### src/rtl/avg_filter_ctrl.sv
// Moving-average controller: pre-scales each sample, drives an external FIFO and accumulator,
// emits the running window sum. Define AVG_PRIME_MUTE_EN to zero outputs until the window is full.
module avg_filter_ctrl #(
  parameter int DEPTH_LOG2 = 3,
  parameter int WIDTH      = 24
) (
  input  logic             clk,
  input  logic             reset,
  input  logic             in_valid,
  input  logic [WIDTH-1:0] in_data,
  output logic             in_ready,
  input  logic             flush,
  output logic             fifo_wr,
  output logic             fifo_rd,
  output logic             fifo_clr,
  output logic [WIDTH-1:0] fifo_wdata,
  input  logic [WIDTH-1:0] fifo_rdata,
  output logic             acc_en,
  output logic             acc_clr,
  output logic [WIDTH-1:0] acc_r_data,
  output logic [WIDTH-1:0] acc_w_data,
  input  logic [WIDTH-1:0] acc_q,
  output logic             out_valid,
  output logic [WIDTH-1:0] out_data,
  input  logic             out_ready
);

  localparam int N  = 1 << DEPTH_LOG2;
  localparam int CW = DEPTH_LOG2 + 1;

  typedef enum logic [1:0] {IDLE, STEP, EMIT} state_t;

  state_t           state;
  logic [CW-1:0]    cnt;
  logic [WIDTH-1:0] scaled;
  logic             stepWr;
  logic             stepRd;
  logic             clrPulse;
  logic             outValidQ;
  logic             startup;
  logic             windowFull;

  assign windowFull = (cnt == CW'(N));

  // Strobes are registered at the accept edge so they are high during the STEP cycle;
  // startup forces one clear pulse in the first cycle after reset releases.
  always_ff @(posedge clk) begin
    if (reset) begin
      state     <= IDLE;
      cnt       <= '0;
      scaled    <= '0;
      stepWr    <= 1'b0;
      stepRd    <= 1'b0;
      clrPulse  <= 1'b0;
      outValidQ <= 1'b0;
      startup   <= 1'b1;
    end else begin
      startup  <= 1'b0;
      clrPulse <= 1'b0;
      stepWr   <= 1'b0;
      stepRd   <= 1'b0;
      case (state)
        IDLE: begin
          if (flush) begin
            clrPulse <= 1'b1;
            cnt      <= '0;
          end else if (in_valid && !startup) begin
            scaled <= WIDTH'($signed(in_data) >>> DEPTH_LOG2);
            stepWr <= 1'b1;
            stepRd <= windowFull;
            state  <= STEP;
          end
        end
        STEP: begin
          if (!windowFull) cnt <= cnt + 1'b1;
          outValidQ <= 1'b1;
          state     <= EMIT;
        end
        EMIT: begin
          if (out_ready) begin
            outValidQ <= 1'b0;
            state     <= IDLE;
          end
        end
        default: state <= IDLE;
      endcase
    end
  end

  // Everything is gated by reset so a transaction caught mid-flight strobes nothing that cycle.
  assign in_ready   = (state == IDLE) && !flush && !startup && !reset;
  assign fifo_wr    = stepWr & ~reset;
  assign acc_en     = stepWr & ~reset;
  assign fifo_rd    = stepRd & ~reset;
  assign fifo_clr   = (clrPulse | startup) & ~reset;
  assign acc_clr    = (clrPulse | startup) & ~reset;
  assign fifo_wdata = scaled;
  assign acc_w_data = scaled;
  assign acc_r_data = fifo_rd ? fifo_rdata : '0;
  assign out_valid  = outValidQ & ~reset;

`ifdef AVG_PRIME_MUTE_EN
  assign out_data = (out_valid && windowFull) ? acc_q : '0;
`else
  assign out_data = out_valid ? acc_q : '0;
`endif

endmodule

### config.mk
export PLATFORM = sky130hd
export DESIGN_NAME = avg_filter_ctrl
export DESIGN_NICKNAME = d
export VERILOG_FILES = /design/src/rtl/avg_filter_ctrl.sv
export SDC_FILE = /design/constraint.sdc
export NUM_CORES = 1
export LEC_CHECK = 0
export ABC_AREA = 0
export BUFFER_PORTS_ARGS = -buffer_cell sky130_fd_sc_hd__buf_4
export CAP_MARGIN = 20
export CORE_MARGIN = 2
export CORE_UTILIZATION = 36
export DETAILED_ROUTE_END_ITERATION = 6
export PLACE_DENSITY = 0.88
export SLEW_MARGIN = 20
export SYNTH_ARGS = -nofsm -noshare
export SYNTH_HDL_FRONTEND = slang
export SYNTH_SLANG_ARGS = --single-unit
### constraint.sdc
create_clock -name clk -period 1.7 [get_ports clk]
set_clock_uncertainty 0.2 [all_clocks]
set_input_delay 0.085 -clock clk [delete_from_list [all_inputs] [get_ports clk]]
set_output_delay 0.085 -clock clk [all_outputs]
set_load 0.1 [all_outputs]
==> metrics.md <==
| Metric | Value |
|---|---|
| Root Driver | `clkbuf_8` |
| Max Slew Vio Count | `0` |
| Cell Rows | `25` |
| Netlist cell types | `29` |
| Worst skew pair latency | `280 ps` |
| Multi-input gate area | `1010 µm²` |
| Detail Placement HPWL | `5.09 mm` |
| Reg power frac | `36.7%` |
| Hold WS | `-10.7 ps` |
| Final ANT Viol Nets | `0` |
| Layout cells sized above 1 | `60.2%` |
| Biggest area consumer among synthesized cells | `dfxtp_1` |
| CP Launch Type | `input pin` |
| Placed instance area | `3130 µm²` |
| Flop-to-flop setup slack | `50 ps` |
| DP Worst Slack | `85.1 ps` |
| P_int | `1360 µW` |
| Core box area | `4820 µm²` |
| Diode count | `0` |
| Pwr dens | `556 nW/µm²` |
| Highest clock rate | `580 MHz` |
| Total CTS buffers | `5` |
| Commonest cells after routing, fill and taps aside | `buf_4 (134), dfxtp_1 (29), dlygate4sd3_1 (25), nand3_1 (24), a21oi_1 (23)` |
| Number of fillers in the final layout | `321` |
| Outcome | `finished, violations left` |
| WP data required | `1650 ps` |
| Clock share of power | `27.8%` |
| NetSw | `798 µW` |
| Final Setup Violations | `3` |
| # Max-Cap Violations | `0` |
| Largest net degree at the start of global routing | `26` |
| Failing checks | `negative hold slack, negative setup slack` |
| Met2 Use GR | `40.4%` |
| Synthesized flop and latch total | `32` |
| I/O Pins | `180` |
| First-pass GRT wire length | `10.2 mm` |
| Crit path largest cell delay | `570 ps` |
| RSZ-0062 raised after global routing | `yes` |
| CP endpoint | `acc_w_data[8]` |
| Top post-synthesis cells by area | `dfxtp_1 (35%), and2_1 (17%), buf_4 (12%)` |
| Vias per inst | `4.81` |
| Total iterations of the first detailed-routing run | `4` |
| Vias in the first global route | `2199` |
| P_leak | `0.00179 µW` |
| Gate power share | `35.5%` |
| Critical path arrival | `1680 ps` |
| Actual slew at the worst max-slew pin | `433 ps` |
| Slew HR | `71.0%` |
| Slowest-stage cell, CP | `or4_4` |
| Die area | `5680 µm²` |
| GR peak layer | `met2` |
| Met3 Use GR | `8.86%` |
| Critical path class | `input pin to flop` |
| Reg-to-reg endpoint | `acc_w_data[8]` |
| Postcts setup bufs | `0` |
| R2r startpoint | `state[1]` |
| Die W | `75.4 µm` |
| Worst setup path start | `flush` |
| Critical path peak fanout | `21` |
| TritonCTS clock tree | `built` |
| Final instance area | `3870 µm²` |
| Mapped Area | `1830 µm²` |
| Clock Sinks | `32` |
| Final hold viol count | `2` |
| Syn Nets | `309` |
| Peak VDD IR | `0.545 mV` |
| Minimum clock period | `1720 ps` |
| Yosys warnings | `0` |
| Via count | `2269` |
| Worst Hold Depth | `3` |
| Routed WL per cell | `17.1 µm` |
| RePlAce Congestion | `0.740` |
| Syn-to-layout area delta | `111%` |
| Register-to-Register Path Depth | `3` |
| CTS max path bufs | `2` |
| Initial Util | `38.1%` |
| All-Layer GR Usage | `23.6%` |
| CTS clk-pin slew, worst paths | `60 ps` |
| DIE HEIGHT | `75.4 µm` |
| Net Sw Frac | `37.0%` |
| Fin worst setup slack | `-23.1 ps` |
| Drt drc | `0` |
| Crit share post-route | `101%` |
| Min-Delay Path Class | `input pin to flop` |
| Nets | `483` |
| Hold bufs inserted after CTS | `25` |
| H-Tree Depth | `2` |
| Initial DRC Count | `79` |
| Total grt overflow | `0` |
| Port bufs | `176` |
| Sequential area share after synthesis | `34.9%` |
| CP Capture Type | `flop` |
| Register area | `644 µm²` |
| Initial antenna violation count | `0` |
| GR Util met1 | `26.4%` |
| Synth Instances | `230` |
| Commonest non-fill, non-tap cell in the layout | `buf_4` |
| Critical-path cell list | `dlygate4sd3_1 > buf_4 > or4_4 > o21ai_1 > a21oi_1` |
| Synth Area per Inst | `7.97 µm²` |
| Yosys top cell area share | `34.9%` |
| Final wirelength | `8.09 mm` |
-- synth_stat cells --
cell / instances
a31oi_1: 2
buf_6: 2
or3b_1: 1
nand2_1: 1
clkbuf_1: 10
nand4bb_1: 1
inv_1: 3
nand3_1: 24
nor4_2: 1
dfxtp_1: 32
buf_4: 29
buf_2: 2
nor2b_1: 4
o21ai_0: 5
or4_4: 1
and4b_1: 1
nor2_1: 5
nand3b_1: 3
o21bai_1: 1
o21ai_1: 20
nor4b_1: 2
and2_1: 49
ha_1: 2
nand4b_1: 1
and2b_1: 1
a21oi_1: 23
nor3b_1: 2
nor3_1: 1
buf_1: 1
-- sequential cells by signal, indices dropped and copies added (netlist names) --
name	flops
cnt	4
stepWr	1
outValidQ	1
startup	1
stepRd	1
state	2
acc_w_data	21
clrPulse	1
-- cell type report --
cell class                      count  share of cell area [%]
Timing Repair Buffer              211                    52.3
Multi-Input combinational cell    151                    26.2
Sequential cell                    32                    16.6
Tap cell                           67                    2.16
Clock buffer                        6                    2.13
Inverter                            3                   0.291
Clock inverter                      2                   0.258
-- worst min path at each step --
stage	start	end
after CTS	reset	stepWr
after global placement	reset	startup
final	reset	stepWr
after floorplan	reset	startup
after detailed placement	reset	startup
after global routing	reset	stepWr
-- worst max-delay path, delay by kind of cell --
kind / cells / cell delay [ps]
simple gates: 1 / 570
buf+inv: 2 / 720
compound gates: 2 / 300
-- metrics by stage --
step / std cells / TNS [ps] / power, µW / utilization [%]
global route: 472 / -569 / 2230 / 80.4
detailed placement: 439 / 0 / 1490 / 64.9
global placement: 439 / 0 / 1490 / 64.9
floorplan: 230 / -94.9 / 1290 / -
CTS: 472 / 0 / 2150 / 74.9
finish: 472 / -37.6 / 2160 / 80.4
-- routing by layer --
metal | share of wire (%) | wire length, µm
met1 | 35 | 2830
met2 | 55 | 4440
met3 | 8.3 | 668
met4 | 1.8 | 144
met5 | 0 | 0
-- power by group through the flow --
| stage | Combinational [µW] | Clock [µW] | Sequential (µW) |
|---|---|---|---|
| 2_1_floorplan | 369 | 0 | 923 |
| 3_3_place_gp | 681 | 0 | 805 |
| 3_5_place_dp | 688 | 0 | 806 |
| 4_1_cts | 744 | 614 | 790 |
| 5_1_grt | 791 | 648 | 793 |
| 6_report | 765 | 598 | 791 |
-- logic make-up after synthesis --
| family | Yosys count | share of synthesized area (%) |
|---|---|---|
| AND/OR/NAND/NOR | 98 | 33.0 |
| adder cells (fa/ha/maj) | 2 | 1.36 |
| AO/OA/AOI/OAI | 51 | 14.2 |
| buffers and inverters | 47 | 16.5 |
| flip-flops | 32 | 34.9 |
-- timing repair --
item                       in CTS  in global routing
pin swaps                       1                  1
gates resized for setup        35                 69
setup endpoints to repair      31                 56
hold endpoints to repair       28                  1
Power figures use the tool's default switching activity.
